[src/rtl/pipeline_hazard_ctrl_pkg.sv]
// Shared state encodings, default timing parameters and constants for the hazard controller.
package pipeline_hazard_ctrl_pkg;

  typedef enum logic [1:0] {
    RUN      = 2'd0,
    DIV_WAIT = 2'd1,
    MEM_WAIT = 2'd2
  } ctrl_state_t;

  localparam int DEFAULT_DIV_CYCLES  = 8;
  localparam int DEFAULT_MEM_TIMEOUT = 64;

  localparam logic [4:0] REG_ZERO = 5'b0;

endpackage

[src/rtl/pipeline_hazard_ctrl_counter.sv]
// hazard_cycle_counter: loadable down-counter that saturates at zero and flags it.
module hazard_cycle_counter #(
  parameter int W = 4
) (
  input  logic         clk,
  input  logic         rst,
  input  logic         load,
  input  logic [W-1:0] load_val,
  input  logic         dec,
  output logic         zero
);

  logic [W-1:0] count;

  always_ff @(posedge clk) begin
    if (rst) begin
      count <= '0;
    end else if (load) begin
      count <= load_val;
    end else if (dec && (count != '0)) begin
      count <= count - W'(1);
    end
  end

  assign zero = (count == '0);

endmodule

[src/rtl/pipeline_hazard_ctrl.sv]
// Stall/flush sequencer for the 5-stage pipeline; ctrl_state exposes the FSM for tracing.
// Optional HAZARD_TIMEOUT_EN adds a data-memory timeout with a mem_err pulse.
module pipeline_hazard_ctrl
  import pipeline_hazard_ctrl_pkg::*;
#(
  parameter int DIV_CYCLES  = DEFAULT_DIV_CYCLES
`ifdef HAZARD_TIMEOUT_EN
  ,
  parameter int MEM_TIMEOUT = DEFAULT_MEM_TIMEOUT
`endif
) (
  input  logic       cpu_clk,
  input  logic       cpu_rst,
  input  logic [4:0] ID_rs1,
  input  logic [4:0] ID_rs2,
  input  logic       ID_re1,
  input  logic       ID_re2,
  input  logic [4:0] EX_wr,
  input  logic       EX_isLoad,
  input  logic       EX_isDiv,
  input  logic       risk_Control,
  input  logic       dmem_req,
  input  logic       dmem_ack,
  output logic       stall_PC,
  output logic       stall_IF_ID,
  output logic       stall_ID_EX,
  output logic       stall_EX_MEM,
  output logic       flush_IF_ID,
  output logic       flush_ID_EX,
  output logic       flush_EX_MEM,
  output logic       flush_MEM_WB,
  output logic       div_done,
`ifdef HAZARD_TIMEOUT_EN
  output logic       mem_err,
`endif
  output logic [1:0] ctrl_state
);

  localparam int              DIV_W    = $clog2(DIV_CYCLES + 1);
  localparam logic [DIV_W-1:0] DIV_LOAD = DIV_W'(DIV_CYCLES - 1);

  ctrl_state_t state, next_state;

  logic memw, lu;
  logic div_load, div_dec, div_zero;

  assign memw = dmem_req & ~dmem_ack;
  assign lu   = EX_isLoad & (EX_wr != REG_ZERO) &
                ((ID_re1 & (ID_rs1 == EX_wr)) | (ID_re2 & (ID_rs2 == EX_wr)));

  hazard_cycle_counter #(.W(DIV_W)) u_div_cnt (
    .clk      (cpu_clk),
    .rst      (cpu_rst),
    .load     (div_load),
    .load_val (DIV_LOAD),
    .dec      (div_dec),
    .zero     (div_zero)
  );

`ifdef HAZARD_TIMEOUT_EN
  localparam int              TO_W    = $clog2(MEM_TIMEOUT + 1);
  localparam logic [TO_W-1:0] TO_LOAD = TO_W'(MEM_TIMEOUT - 1);

  logic to_load, to_dec, to_zero;

  hazard_cycle_counter #(.W(TO_W)) u_to_cnt (
    .clk      (cpu_clk),
    .rst      (cpu_rst),
    .load     (to_load),
    .load_val (TO_LOAD),
    .dec      (to_dec),
    .zero     (to_zero)
  );
`endif

  always_ff @(posedge cpu_clk) begin
    if (cpu_rst) state <= RUN;
    else         state <= next_state;
  end

  always_comb begin
    next_state   = state;
    div_load     = 1'b0;
    div_dec      = 1'b0;
    stall_PC     = 1'b0;
    stall_IF_ID  = 1'b0;
    stall_ID_EX  = 1'b0;
    stall_EX_MEM = 1'b0;
    flush_IF_ID  = 1'b0;
    flush_ID_EX  = 1'b0;
    flush_EX_MEM = 1'b0;
    flush_MEM_WB = 1'b0;
    div_done     = 1'b0;
`ifdef HAZARD_TIMEOUT_EN
    to_load      = 1'b0;
    to_dec       = 1'b0;
    mem_err      = 1'b0;
`endif
    if (cpu_rst) begin
      next_state = RUN;
    end else begin
      case (state)
        RUN: begin
          if (memw) begin
            {stall_PC, stall_IF_ID, stall_ID_EX, stall_EX_MEM} = 4'hf;
            flush_MEM_WB = 1'b1;
            next_state   = MEM_WAIT;
`ifdef HAZARD_TIMEOUT_EN
            to_load      = 1'b1;
`endif
          end else if (EX_isDiv) begin
            {stall_PC, stall_IF_ID, stall_ID_EX} = 3'b111;
            flush_EX_MEM = 1'b1;
            div_load     = 1'b1;
            next_state   = DIV_WAIT;
          end else if (risk_Control) begin
            // Wrong-path ID instruction: a load-use hit there is meaningless.
            flush_IF_ID = 1'b1;
            flush_ID_EX = 1'b1;
          end else if (lu) begin
            stall_PC    = 1'b1;
            stall_IF_ID = 1'b1;
            flush_ID_EX = 1'b1;
          end
        end
        DIV_WAIT: begin
          if (!div_zero) begin
            {stall_PC, stall_IF_ID, stall_ID_EX} = 3'b111;
            flush_EX_MEM = 1'b1;
            div_dec      = 1'b1;
          end else begin
            div_done   = 1'b1;
            next_state = RUN;
          end
        end
        MEM_WAIT: begin
          if (dmem_ack) begin
            next_state = RUN;
`ifdef HAZARD_TIMEOUT_EN
          end else if (to_zero) begin
            // Abort: drop the stuck access and let the pipeline move again.
            flush_EX_MEM = 1'b1;
            mem_err      = 1'b1;
            next_state   = RUN;
`endif
          end else begin
            {stall_PC, stall_IF_ID, stall_ID_EX, stall_EX_MEM} = 4'hf;
            flush_MEM_WB = 1'b1;
`ifdef HAZARD_TIMEOUT_EN
            to_dec       = 1'b1;
`endif
          end
        end
        default: next_state = RUN;
      endcase
    end
  end

  assign ctrl_state = cpu_rst ? 2'd0 : state;

endmodule
[config.mk]
export PLATFORM = sky130hd
export DESIGN_NAME = pipeline_hazard_ctrl
export DESIGN_NICKNAME = d
export VERILOG_FILES = /design/src/rtl/pipeline_hazard_ctrl_pkg.sv /design/src/rtl/pipeline_hazard_ctrl_counter.sv /design/src/rtl/pipeline_hazard_ctrl.sv
export SDC_FILE = /design/constraint.sdc
export NUM_CORES = 1
export LEC_CHECK = 0
export ABC_AREA = 1
export CAP_MARGIN = 20
export CORE_UTILIZATION = 28
export CTS_BUF_LIST = sky130_fd_sc_hd__clkbuf_8
export DETAILED_ROUTE_END_ITERATION = 10
export GPL_TIMING_DRIVEN = 0
export PLACE_DENSITY_LB_ADDON = 0.1
export SYNTH_ARGS = -nofsm -noshare
export SYNTH_HDL_FRONTEND = slang
export SYNTH_HIERARCHICAL = 1
export SYNTH_SLANG_ARGS = --single-unit
export TNS_END_PERCENT = 10
[constraint.sdc]
create_clock -name cpu_clk -period 4.7 [get_ports cpu_clk]
set_input_delay 0.94 -clock cpu_clk [delete_from_list [all_inputs] [get_ports cpu_clk]]
set_output_delay 0.94 -clock cpu_clk [all_outputs]
set_load 0.02 [all_outputs]
==> impl_metrics.ini <==
[min_path]
hp-class = reg -> reg
min_from = u_div_cnt/count[3]

[setup_path]
crit_family = buffers and inverters
critical_path.slowest_cell = clkdlybuf4s50_1
timing.rr.start = u_div_cnt/count[0]
cpPeakStageDelay_ns = 0.58
critPathMaxFanout = 9
crit_chain = clkdlybuf4s50_1, inv_1, nand2_1, nor2_1, nand2_1, o21ai_2, buf_4, clkdlybuf4s50_1
worst-path-buf-inv = 4
crit_type = in -> out
crit_required_ns = 3.76
worstPathArrival_ns = 2.82
cp-end-kind = output port
startpoint_type = primary input
cp-startpoint = cpu_rst

[place]
place.gp.congestion = 0.8530
port_buffers = 34
dp_hpwl_mm = 1.416
post-place-ws_ns = 0.9295

[global_routing]
grt_pass1_vias = 764
grtUsageMet1 = 0.1710
grt_util_met3 = 0.05507
grt_pass1_wl_mm = 2.863
grt_use_total = 0.1427
met2_usage = 0.2215
gr-total-overflow = 0
antenna_found_initial = 0
busiest_layer = met2
grt_max_degree = 10

[synth]
ys_seq_area_frac = 0.1684
syn_inst = 138
syn-cell-area_um2 = 713.2
yosys-top-cells-area = nand2_1 (23%), dfxtp_1 (17%), nor2_1 (12%)
ys_warn_count = 6
syn_avg_cell_area_um2 = 5.168
synth_seq_cells = 6
synth_cell_types = 24
yosysTopAreaCellShare = 0.2316
synth_top_cell_by_area = nand2_1

[clocking]
numCtsBuffers = 3
cts-hold-fix-buffers = 0
clkSlewWorstSetupHoldPaths_ns = 0.04
cts_tree = done
root_buffer = clkbuf_8
htreeDepth = 1
insertion_delay_ns = 0.23
cts.path.max_buffers = 2
clock_sinks = 6
post_cts_buffers = 0
post_cts_resized = 0

[route]
drt_iter0_drc = 8
routed_wl_mm = 1.649
routedWlPerCell_um = 8.044
drc_errors = 0
ant_nets = 0
num_vias = 841
vias_per_cell = 4.102
first_pass_iters = 4

[sta]
maxSlewViolCount = 0
setup_viol = 0
rsz0062_at_grt = no
period_share = 0.7994
postLayoutSetupSlackWorst_ns = 0.9429
tns_ns = 0
min_period_ns = 3.757
fin_skew_ns = 0.002852
hold_viol = 0
max_freq_ghz = 0.2662

[final_layout]
final_cell_mix = nand2_1 (44), clkdlybuf4s50_1 (34), nor2_1 (23), inv_1 (22), inv_2 (7)
area_delta_synth_final_pct = 59.47
postLayoutCoreUtil = 0.4951
drive_above_1_share = 0.1243
nFillCells = 256
mostFrequentLayoutCell = nand2_1
antenna_cells = 0
fin_nets = 204

[floorplanning]
coreArea_um2 = 2297
die-area_um2 = 2753
fp-row-count = 17
initial_utilization = 0.3105
die_h_um = 52.47
die_w_um = 52.47
io_pins = 35

[outcome]
status = finished, final reports clean

[power_and_ir_drop]
p_leak_nw = 0.5916
p_per_area_nw_per_um2 = 209.7
vdd_drop_max_mv = 0.2294

[flow_run]
drv_cap = 0
state kept, by name, summed over array words and instances (netlist names):
| register | flops |
|---|---|
| state | 2 |
| u_div_cnt/count | 4 |
through the flow:
step / hold slack (ns) / instances / cell area, um2 / power (mW)
6_report: 0.5014 / 205 / 1137 / 0.2384
2_1_floorplan: 0.4622 / 140 / 720.7 / 0.1185
4_1_cts: 0.4991 / 205 / 1137 / 0.2420
5_1_grt: 0.5262 / 205 / 1137 / 0.2590
3_3_place_gp: 0.4845 / 202 / 1096 / 0.1601
3_5_place_dp: 0.4898 / 202 / 1096 / 0.1613
per-layer routing:
| metal | vias to the layer above | routed length [um] |
|---|---|---|
| li1 | 487 | - |
| met1 | 330 | 809 |
| met2 | 20 | 697 |
| met3 | 4 | 115 |
| met4 | 0 | 26 |
| met5 | - | 0 |
worst register-to-register path, stage by stage, from the launching register on:
cell and delay (ns):
dfxtp_1 0.33, inv_1 0.08, ha_1 0.24, nand3_2 0.11
inv_1 0.04, inv_1 0.06, nand3_1 0.13, nor2_1 0.20
nand2_4 0.08, nand2_4 0.09, clkinv_2 0.06, nor2_1 0.09
nor2_1 0.05
logic make-up (layout without fill, tap and decap cells):
kind of cell | Yosys count | in the layout | synth area share
flip-flops | 6 | 6 | 0.1684
AO/OA/AOI/OAI | 14 | 14 | 0.1193
buffers and inverters | 32 | 69 | 0.1807
adder cells (fa/ha/maj) | 1 | 1 | 0.01754
XOR/XNOR | 1 | 1 | 0.01228
other | 2 | 4 | 0.01053
AND/OR/NAND/NOR | 82 | 82 | 0.4912
cell usage after synthesis (all sizes together):
library cell,count
dfxtp,6
o21ai,5
buf,2
inv,29
nor2,25
a21oi,7
o211ai,1
ha,1
nand4,1
o22ai,1
nand2,47
nor3,1
clkinv,1
xor2,1
or2,1
conb,2
nand3,7
layout make-up:
class	count	area, um2	share of cell area
Buffer	2	15.01	0.01320
Inverter	30	113.9	0.1001
Multi-Input combinational cell	102	471.7	0.4147
Clock buffer	3	41.29	0.03630
Sequential cell	6	120.1	0.1056
Tap cell	28	35.03	0.03080
Timing Repair Buffer	34	340.3	0.2992
final timing paths:
path	to	slack [ns]	depth (start not counted)
setup / recovery	stall_PC	0.94	8
hold / removal	u_div_cnt/count[3]	0.50	2
setup reg to reg	u_div_cnt/count[1]	3.01	12
hold reg to reg	u_div_cnt/count[3]	0.50	2
where the power goes:
group	internal, mW	leakage, nW	switching, mW
logic	0.0498	0.521	0.0517
clock network	0.0551	0.0216	0.0232
registers	0.0555	0.0492	0.00316
Note: power is estimated with default switching activity, not from simulation.
